===== config.mk =====
export PLATFORM = sky130hd
export DESIGN_NAME = filter_row_packer
export DESIGN_NICKNAME = d
export VERILOG_FILES = /design/src/rtl/filter_row_packer.sv
export SDC_FILE = /design/constraint.sdc
export NUM_CORES = 1
export LEC_CHECK = 0
export BUFFER_PORTS_ARGS = -buffer_cell sky130_fd_sc_hd__buf_2
export CAP_MARGIN = 20
export CORE_MARGIN = 4
export CORE_UTILIZATION = 45
export DETAILED_ROUTE_END_ITERATION = 7
export PLACE_DENSITY_LB_ADDON = 0.1
export SLEW_MARGIN = 20
export SYNTH_ARGS = -nofsm -noshare
export SYNTH_HDL_FRONTEND = slang
export SYNTH_SLANG_ARGS = --single-unit

===== constraint.sdc =====
create_clock -name clk -period 2.7 [get_ports clk]
set_input_delay 0.54 -clock clk [delete_from_list [all_inputs] [get_ports clk]]
set_output_delay 0.54 -clock clk [all_outputs]
set_load 0.02 [all_outputs]

===== src/rtl/filter_row_packer.sv =====
// Packs a serial stream of weights into filter rows and emits {row address, row data}
// write packets for the filter memory, sequencing addresses 0..DEPTH-1 per filter.
module filter_row_packer #(
  parameter int DATA_WIDTH = 8,
  parameter int ROW_LEN    = 5,
  parameter int DEPTH      = 5,
  parameter int ADDR_W     = 3
) (
  input  logic                                 clk,
  input  logic                                 rst,
  input  logic                                 in_valid,
  output logic                                 in_ready,
  input  logic [DATA_WIDTH-1:0]                in_data,
  input  logic                                 in_last,
  output logic                                 out_valid,
  input  logic                                 out_ready,
  output logic [ADDR_W+DATA_WIDTH*ROW_LEN-1:0] out_packet,
  output logic                                 done,
  output logic [ADDR_W-1:0]                    row_idx
);

  localparam int RD_W  = DATA_WIDTH * ROW_LEN;
  localparam int CNT_W = (ROW_LEN > 1) ? $clog2(ROW_LEN) : 1;

  typedef enum logic [1:0] {
    S_FILL = 2'd0,
    S_SEND = 2'd1,
    S_DONE = 2'd2
  } state_t;

  state_t                   r_state;
  state_t                   w_state_nxt;
  logic [CNT_W-1:0]         r_col;
  logic [RD_W-1:0]          r_row_buf;
  logic                     r_last_seen;
  logic [ADDR_W-1:0]        r_row_idx;
  logic [ADDR_W+RD_W-1:0]   r_pkt;

  logic                     w_in_xfer;
  logic                     w_out_xfer;
  logic                     w_close;
  logic                     w_filter_end;
  logic [RD_W-1:0]          w_row_ins;

  assign w_in_xfer    = in_valid && in_ready;
  assign w_out_xfer   = (r_state == S_SEND) && out_ready;
  assign w_close      = w_in_xfer && ((r_col == CNT_W'(ROW_LEN - 1)) || in_last);
  assign w_filter_end = (r_row_idx == ADDR_W'(DEPTH - 1)) || r_last_seen;

  // Row buffer with the incoming weight dropped into its lane; on a short final
  // row every lane above the current column is forced to zero.
  always_comb begin
    w_row_ins = r_row_buf;
    for (int l = 0; l < ROW_LEN; l++) begin
      if (CNT_W'(l) == r_col) begin
        w_row_ins[l*DATA_WIDTH +: DATA_WIDTH] = in_data;
      end else if (in_last && (CNT_W'(l) > r_col)) begin
        w_row_ins[l*DATA_WIDTH +: DATA_WIDTH] = '0;
      end
    end
  end

  always_ff @(posedge clk) begin
    if (rst) begin
      r_state <= S_FILL;
    end else begin
      r_state <= w_state_nxt;
    end
  end

  always_comb begin
    w_state_nxt = r_state;
    case (r_state)
      S_FILL: begin
        if (w_close) begin
          w_state_nxt = S_SEND;
        end
      end
      S_SEND: begin
        if (w_out_xfer) begin
          w_state_nxt = w_filter_end ? S_DONE : S_FILL;
        end
      end
      S_DONE:  w_state_nxt = S_FILL;
      default: w_state_nxt = S_FILL;
    endcase
  end

  // in_ready is also gated by rst so nothing is accepted while reset is held.
  always_comb begin
    in_ready  = 1'b0;
    out_valid = 1'b0;
    done      = 1'b0;
    case (r_state)
      S_FILL:  in_ready  = !rst;
      S_SEND:  out_valid = 1'b1;
      S_DONE:  done      = 1'b1;
      default: ;
    endcase
  end

  always_ff @(posedge clk) begin
    if (rst) begin
      r_col       <= '0;
      r_row_buf   <= '0;
      r_last_seen <= 1'b0;
      r_row_idx   <= '0;
      r_pkt       <= '0;
    end else begin
      case (r_state)
        S_FILL: begin
          if (w_close) begin
            r_pkt       <= {r_row_idx, w_row_ins};
            r_last_seen <= in_last;
            r_col       <= '0;
            r_row_buf   <= '0;
          end else if (w_in_xfer) begin
            r_row_buf <= w_row_ins;
            r_col     <= r_col + CNT_W'(1);
          end
        end
        S_SEND: begin
          if (w_out_xfer && !w_filter_end) begin
            r_row_idx <= r_row_idx + ADDR_W'(1);
          end
        end
        S_DONE: begin
          r_row_idx   <= '0;
          r_last_seen <= 1'b0;
        end
        default: ;
      endcase
    end
  end

  assign out_packet = r_pkt;
  assign row_idx    = r_row_idx;

endmodule

# --- Word level (Yosys, flattened, before mapping) ---
# Cells that the tools add are included.
word_totals:
  regBits: 92
  output_inout_bits: 49
  inputBits: 13
op_classes:
  order_cmp: 5
  n_addsub: 2
  n_eq_ne: 11
  muxes: 25
  n_reduce_logical: 23
ops:
  columns: ["op", "count"]
  rows:
  - ["$mux W40", 2]
  - ["$mux W8", 10]
  - ["$reduce_and A2 Y1", 5]
  - ["$logic_and A1 B1 Y1", 9]
  - ["$mux W3", 3]
  - ["$add A3 B1 Y3 const B", 2]
  - ["$eq A2 B3 Y1 const A", 2]
  - ["$eq A3 B3 Y1 const B", 2]
  - ["$gt A1 B3 Y1 const A", 2]
  - ["$gt A2 B3 Y1 const A", 2]
  - ["$mux W2", 3]
  - ["$pmux W3 S2", 1]
  - ["$reduce_bool A2 Y1", 3]
  - ["$mux W1", 4]
  - ["$ne A2 B2 Y1 const B", 2]
  - ["$pmux W2 S2", 1]
  - ["$eq A1 B3 Y1 const A", 1]
  - ["$eq A3 B3 Y1 const A", 1]
  - ["$gt A3 B3 Y1 const A", 1]
  - ["$logic_not A3 Y1", 1]
  - ["$eq A2 B1 Y1 const B", 1]
  - ["$eq A2 B2 Y1 const B", 1]
  - ["$logic_not A1 Y1", 2]
  - ["$logic_not A2 Y1", 1]
  - ["3 further kinds", 4]

# --- Logic depth before layout (Yosys ltp) ---
# Gate-level depths: netlist of run 1.
depth:
  depth_word: 6
  ltp_mapped: 8
  mapped_depth_nobuf: 6

# --- Worst setup path before layout of run 1 ---
# No wires, ideal clock.
synth_timing:
  path_type: "register to register"
  start: "reg r_col[0]"
  end: "reg r_pkt[17], in the netlist out_packet[17]"
  path_stages_with_launch: 9
  setup_time_ps: 74
  setup_slack_ps: 731
  arrival_time_ps: 1894
  cell_sequence: "dfxtp_1 -> inv_1 -> ha_1 -> and2_1 -> clkbuf_1 -> o21ai_1 -> clkbuf_1 -> nand3_1 -> o21ai_0"
synth_via:
  elab_chain_len: 4
  word_cells_on_any_way: 9
  classes_between: "1 x order compare; 2 x eq/ne; 2 x mux; 4 x reduce/logical"
synth_rtl:
  columns: ["item", "line", "text"]
  rows:
  - ["start, declared", "33", "logic [CNT_W-1:0] r_col;"]
  - ["start signal, assigned", "119", "r_col <= r_col + CNT_W'(1);"]
  - ["$gt A2 B3 Y1 / $eq A3 B3 Y1 (equally long branches)", "57, 47", null]
  - ["$logic_and A1 B1 Y1 / $logic_or A1 B1 Y1 (equally long branches)", "57, 47", null]
  - ["$mux W8 / $logic_and A1 B1 Y1 (equally long branches)", "57, 47", null]
  - ["$mux W8 / $reduce_and A2 Y1 (equally long branches)", null, null]
  - ["end signal, assigned", "113", "r_pkt <= {r_row_idx, w_row_ins};"]
  - ["end, declared", "37", "logic [ADDR_W+RD_W-1:0] r_pkt;"]
# Several ways; a longest one is shown, not always the timed one.
# A chain may end at the register's enable or synchronous reset.

# --- Final worst setup path of run 1 ---
layout_timing:
  start: "reg r_col[1]"
  end: "reg r_pkt[39], in the netlist out_packet[39]"
layout_via:
  elab_chain_len: 4
  word_cells_on_any_way: 9
  classes_between: "1 x order compare; 2 x eq/ne; 2 x mux; 4 x reduce/logical"
layout_rtl:
  columns: ["item", "line"]
  rows:
  - ["$gt A3 B3 Y1 / $eq A3 B3 Y1 (equally long branches)", "57, 47, 55"]
  - ["$logic_and A1 B1 Y1 / $logic_or A1 B1 Y1 (equally long branches)", "57, 47"]
  - ["$mux W8 / $logic_and A1 B1 Y1 (equally long branches)", "57, 47"]
  - ["$mux W8 / $reduce_and A2 Y1 (equally long branches)", null]
# Several ways; a longest one is shown, not always the timed one.

==> results of run 1 <==
power groups by stage:
stage | clock network [mW] | registers (mW) | logic, mW
floorplan | 0 | 1.46 | 0.114
global placement | 0 | 1.44 | 0.224
detailed placement | 0 | 1.44 | 0.226
CTS | 0.993 | 1.41 | 0.227
global route | 1.05 | 1.41 | 0.247
finish | 0.969 | 1.41 | 0.225
area by class of cell:
class                   count  area, µm²
multi-input cells         264       1560
well taps                 102        128
clock buffers              12        145
flip-flops and latches     92       1840
repair buffers             69        390
inverters                   5       18.8
clock inverters             2       60.1
fillers                   757       3550
through the flow:
stage / cells / utilization / instance area [µm²] / power [mW]
after detailed placement: 532 / 0.512 / 3940 / 1.66
final: 546 / 0.539 / 4140 / 2.60
after global routing: 546 / 0.539 / 4140 / 2.71
after CTS: 546 / 0.539 / 4140 / 2.63
after global placement: 532 / 0.512 / 3940 / 1.66
after floorplan: 391 / - / 3530 / 1.58
worst max-delay path by stage:
stage	from	to	slack (ps)	cells after the start
CTS	r_col[0]	out_packet[39]	600	6
floorplan	r_col[0]	out_packet[17]	730	8
global placement	rst	r_col[2]	530	4
finish	r_col[1]	out_packet[39]	580	6
detailed placement	rst	r_col[2]	500	4
global route	r_col[0]	out_packet[33]	380	6
cells by family (layout without fill, tap and decap cells):
kind of cell / Yosys count / after routing / share of synthesized area
mux: 2 / 2 / 0.00568
compound gates: 142 / 142 / 0.244
simple gates: 114 / 114 / 0.167
xor+xnor: 1 / 1 / 0.00248
buf+inv: 35 / 88 / 0.0404
flops: 92 / 92 / 0.522
fa+ha+maj: 5 / 5 / 0.0177
synthesized netlist by cell type:
| master | count | area share |
|---|---|---|
| clkbuf_1 | 20 | 0.021 |
| nand3_1 | 49 | 0.070 |
| buf_2 | 3 | 0.0043 |
| nand4_1 | 1 | 0.0018 |
| inv_1 | 5 | 0.0053 |
| nand2_1 | 23 | 0.024 |
| and2_1 | 2 | 0.0035 |
| a31oi_1 | 10 | 0.018 |
| dfxtp_1 | 92 | 0.52 |
| nor2b_1 | 5 | 0.0089 |
| o21ai_0 | 59 | 0.084 |
| or2_2 | 1 | 0.0018 |
| a221oi_1 | 6 | 0.015 |
| xor2_1 | 1 | 0.0025 |
| buf_1 | 6 | 0.0064 |
| mux2i_1 | 2 | 0.0057 |
| or4b_4 | 1 | 0.0039 |
| o21ai_1 | 2 | 0.0028 |
| o21bai_1 | 1 | 0.0021 |
| ha_1 | 5 | 0.018 |
| nor3b_1 | 1 | 0.0021 |
| nor3b_2 | 1 | 0.0035 |
| or4b_1 | 1 | 0.0028 |
| a22oi_1 | 32 | 0.068 |
| a21oi_1 | 23 | 0.033 |
| nor3_1 | 6 | 0.0085 |
| nor4b_4 | 1 | 0.0067 |
| a211oi_1 | 1 | 0.0021 |
| buf_6 | 1 | 0.0032 |
| and3_1 | 9 | 0.016 |
| nor2_1 | 13 | 0.014 |
| a22o_1 | 8 | 0.020 |
state kept, by name, summed over array words and instances (netlist names):
| register | count |
|---|---|
| r_last_seen | 1 |
| out_packet | 43 |
| r_state | 2 |
| row_idx | 3 |
| r_col | 3 |
| r_row_buf | 40 |
routing by layer:
layer,GRT usage,wire length [µm]
met1,0.259,3940
met2,0.295,4010
met3,0.0442,465
met4,0.0643,165
met5,0,0
==> flow_summary_export.csv, run 1 <==
group,metric,value,unit
pwr,ir_worst_vdd,0.400,mV
pwr,p_switching,0.605,mW
route,first_pass_iters,5,
route,drt_iter0_drc,179,
global_routing,grt_antenna_before_repair,0,
timing,max_slew_margin,0.525,
setup_path,r2r-end,"out_packet[39]",
min_path,hp-start,"out_ready",
setup_path,crit_path_max_fanout,9,
run_status,status,"finished, final reports clean",
floorplan,core_area,7690,µm²
clock_tree,cts_sinks,92,
setup_path,arrival,2400,ps
route,dr_total_vias,3095,
place,dp_hpwl,5670,µm
timing,skew,9.69,ps
synth,synth_cell_types,32,
synth,synth_area,3530,µm²
clock_tree,numCtsBuffers,9,
route,viasPerCell,5.67,
clock_tree,post-cts-setup-buffers,0,
pwr,swShare,0.233,
clock_tree,postCtsResizedCells,0,
timing,hold_ws,435,ps
setup_path,cp-end-kind,"flop",
route,drc_errors,0,
clock_tree,root_buffer,"clkbuf_8",
timing,period_needed,2120,ps
cells_and_area,nets,459,
global_routing,grt_pass1_wl,13700,µm
synth,syn_inst,391,
clock_tree,htree_levels,3,
clock_tree,cts.clk_slew.worst_paths,80,ps
route,wl_per_cell,15.7,µm
setup_path,reg2reg_depth,6,
place,routabilityCongestion,0.828,
timing,fmax,471,MHz
timing,worst_slack,579,ps
setup_path,cp.buffers_inverters,1,
run,maxCapViolCount,0,
pwr,clockPowerShare,0.373,
setup_path,cp_top_family,"compound AO/OA/AOI/OAI gates",
timing,setup_violations,0,
place,place_ws,500,ps
pwr,power.density,628,nW/µm²
floorplan,rows,32,
pwr,leakagePower,1.65,nW
synth,synth_area_per_cell,9.02,µm²
timing,worst_pin_slew,712,ps
setup_path,required,2980,ps
setup_path,max_stage_delay,550,ps
global_routing,grt_usage,0.190,
timing,tns,0,ps
route,wl,8580,µm
cells_and_area,final_cell_mix,"dfxtp_1, buf_2, o21ai_0",
place,io_buffers,61,
route,ant_nets,0,
synth,yosys_warnings,0,
setup_path,crit_path_cell_trace,"inv_1, ha_1, and2_1, a21oi_1, a221oi_1, nor2_1",
floorplan,initial_utilization,0.459,
pwr,p_int,1.99,mW
cells_and_area,final_common_cell,"dfxtp_1",
synth,seq_area_frac_synth,0.522,
cells_and_area,area_growth,17.4,%
min_path,worstHoldPathCells,2,
timing,rsz0062_at_grt,"no",
min_path,whs_endpoint,"r_state[0]",
synth,syn-num-nets,409,
setup_path,crit_slowest_cell,"a21oi_1",
floorplan,pin_count,62,
clock_tree,cts_hold_buffers,0,
timing,hold_viol,0,
timing,slew_viol_final,0,
cells_and_area,drive_above_1_share,0.198,
clock_tree,insertion_delay,340,ps
setup_path,critPathKind,"flop to flop",
clock_tree,cts_tree,"yes",
synth,ys_ff_latch,92,
timing,fin_crit_sh,0.786,
pwr,seqPwrFrac,0.541,
setup_path,cp-start-kind,"flop",
floorplan,die_h,96.5,µm
cells_and_area,antenna_cells,0,
setup_path,ff2ff_setup_slack,580,ps
pwr,power_frac_comb,0.087,
min_path,holdCritPathClass,"primary input to flop",
floorplan,die_w,96.5,µm
global_routing,grt_max_degree,55,
floorplan,dieArea,9320,µm²
global_routing,grt_pass1_vias,2695,
global_routing,grt_overflow,0,
setup_path,r2r_start,"r_col[1]",
clock_tree,cts_buffer_depth,2,
Note: power is estimated with default switching activity, not from simulation.
==> run 2, diff against run 1 <==
==> constraint.sdc (replaced) <==
create_clock -name clk -period 1.9 [get_ports clk]
set_input_delay 0.38 -clock clk [delete_from_list [all_inputs] [get_ports clk]]
set_output_delay 0.38 -clock clk [all_outputs]
set_load 0.02 [all_outputs]
==> run 2 against run 1 <==
First-iteration DRC count increased by 18%. Critical path depth down 1. Worst setup slack lost 410 ps. Power is 42% higher. Utilization rose by 2.5 points. Maximum frequency rose by 22%. Non-clock buffer count grew 19. Via count rose by 1.5%. Sequential share of layout area shrank 2.0 points. Critical path type unchanged. Largest cell class unchanged.
==> flow_summary_export.csv, run 2 (synthesis gave the netlist of run 1 again) <==
group,metric,value,unit
run_status,status,"finished, final reports clean",
floorplan,core_area,7690,µm²
floorplan,die_h,96.5,µm
timing,worst_slack,166,ps
place,io_buffers,61,
pwr,power_frac_comb,0.097,
clock_tree,cts_hold_buffers,0,
timing,fmax,577,MHz
clock_tree,cts_buffer_depth,2,
floorplan,initial_utilization,0.459,
setup_path,arrival,2020,ps
setup_path,r2r_start,"r_state[1]",
pwr,p_switching,0.927,mW
cells_and_area,drive_above_1_share,0.247,
route,dr_total_vias,3140,
route,wl,8990,µm
global_routing,grt_antenna_before_repair,0,
setup_path,critPathLaunch,"r_state[1]",
timing,period_needed,1730,ps
route,wl_per_cell,15.9,µm
cells_and_area,area_growth,22.8,%
route,drc_errors,0,
pwr,seqPwrFrac,0.539,
route,first_pass_iters,5,
clock_tree,cts_tree,"yes",
timing,hold_viol,0,
min_path,hp-start,"out_ready",
pwr,leakagePower,1.75,nW
cells_and_area,nets,478,
floorplan,dieArea,9320,µm²
place,place_ws,92.6,ps
route,drt_iter0_drc,212,
place,dpl.cell_count,549,
setup_path,crit_path_max_fanout,20,
timing,setup_violations,0,
clock_tree,insertion_delay,350,ps
pwr,power.density,855,nW/µm²
cells_and_area,final_cells,567,
timing,rsz0062_at_grt,"no",
clock_tree,cts.clk_slew.worst_paths,90,ps
pwr,ir_worst_vdd,0.537,mV
global_routing,grt_pass1_vias,2827,
setup_path,critPathKind,"flop to flop",
floorplan,die_w,96.5,µm
cells_and_area,largest_reg_flops,43,
clock_tree,numCtsBuffers,9,
timing,fin_crit_sh,0.912,
timing,worst_pin_slew,731,ps
pwr,p_int,2.78,mW
clock_tree,htree_levels,3,
global_routing,grt_overflow,0,
pwr,swShare,0.250,
setup_path,cp-start-kind,"flop",
min_path,holdCritPathClass,"primary input to flop",
timing,max_slew_margin,0.510,
route,ant_nets,0,
route,viasPerCell,5.54,
cells_and_area,final_util,0.564,
setup_path,required,2190,ps
floorplan,rows,32,
timing,slew_viol_final,0,
clock_tree,cts_sinks,92,
run,maxCapViolCount,0,
global_routing,grt_usage,0.197,
timing,skew,8.72,ps
global_routing,grt_pass1_wl,14200,µm
clock_tree,root_buffer,"clkbuf_8",
cells_and_area,final_common_cell,"dfxtp_1",
setup_path,ff2ff_setup_slack,170,ps
setup_path,cp-end-kind,"flop",
cells_and_area,antenna_cells,0,
place,dp_hpwl,5960,µm
floorplan,pin_count,62,
global_routing,grt_max_degree,49,
place,routabilityCongestion,0.876,
timing,tns,0,ps
pwr,clockPowerShare,0.364,
cells_and_area,final_cell_mix,"dfxtp_1, buf_2, o21ai_0",
[run 2: changes by cell type in the layout (fill, tap and decap cells not counted), sizes merged]
cell	before	now
bufinv	2	1
clkinvlp	0	4
buf	69	87
[run 2: power by group through the flow]
stage                     logic, mW  clock network, mW  registers [mW]
after floorplan               0.163                  0            2.08
final                         0.357               1.35            2.00
after global placement        0.346                  0            2.04
after global routing          0.392               1.46            2.00
after CTS                     0.351               1.38            2.00
after detailed placement      0.350                  0            2.04
[run 2: path summary, 6_finish.rpt]
path	depth (start not counted)	endpoint
worst min-delay path	2	r_state[0]
worst max register to register	5	r_row_buf[7]
worst min register to register	2	out_packet[42]
worst max-delay path	5	r_row_buf[7]
[run 2: per-stage QoR]
stage	hold WS [ps]	power (mW)	area, µm²
6_report	260	3.70	4330
2_1_floorplan	445	2.24	3530
5_1_grt	276	3.86	4330
3_3_place_gp	441	2.39	4080
3_5_place_dp	449	2.39	4080
4_1_cts	248	3.73	4290
[run 2: critical path: stages, from the launching register on]
cell     delay (ps)
dfxtp_1         390
or4b_4          590
buf_4           230
nor3b_2         170
buf_4           170
a22o_1          120
[run 2: per-layer routing]
metal | track usage | part of all wire | wire length, µm | up-vias
met5 | 0 | 0 | 0 | -
met4 | 0.0643 | 0.0089 | 80 | 0
met3 | 0.0372 | 0.055 | 498 | 7
met2 | 0.331 | 0.48 | 4340 | 74
met1 | 0.256 | 0.45 | 4080 | 1485
li1 | - | - | - | 1574
[run 2: what timing repair did]
| item | 4_1_cts | 5_1_grt |
|---|---|---|
| setup endpoints to repair | 0 | 23 |
| buffers inserted | 0 | 1 |
| resized for setup | 0 | 4 |
[run 2: area by class of cell]
class / instances / area [µm²]
fill: 740 / 3350
tap: 102 / 128
timing repair buffer: 88 / 563
inverter: 5 / 18.8
multi-input combinational: 264 / 1570
clock inverter: 5 / 60.1
clock buffer: 11 / 151
sequential: 92 / 1840
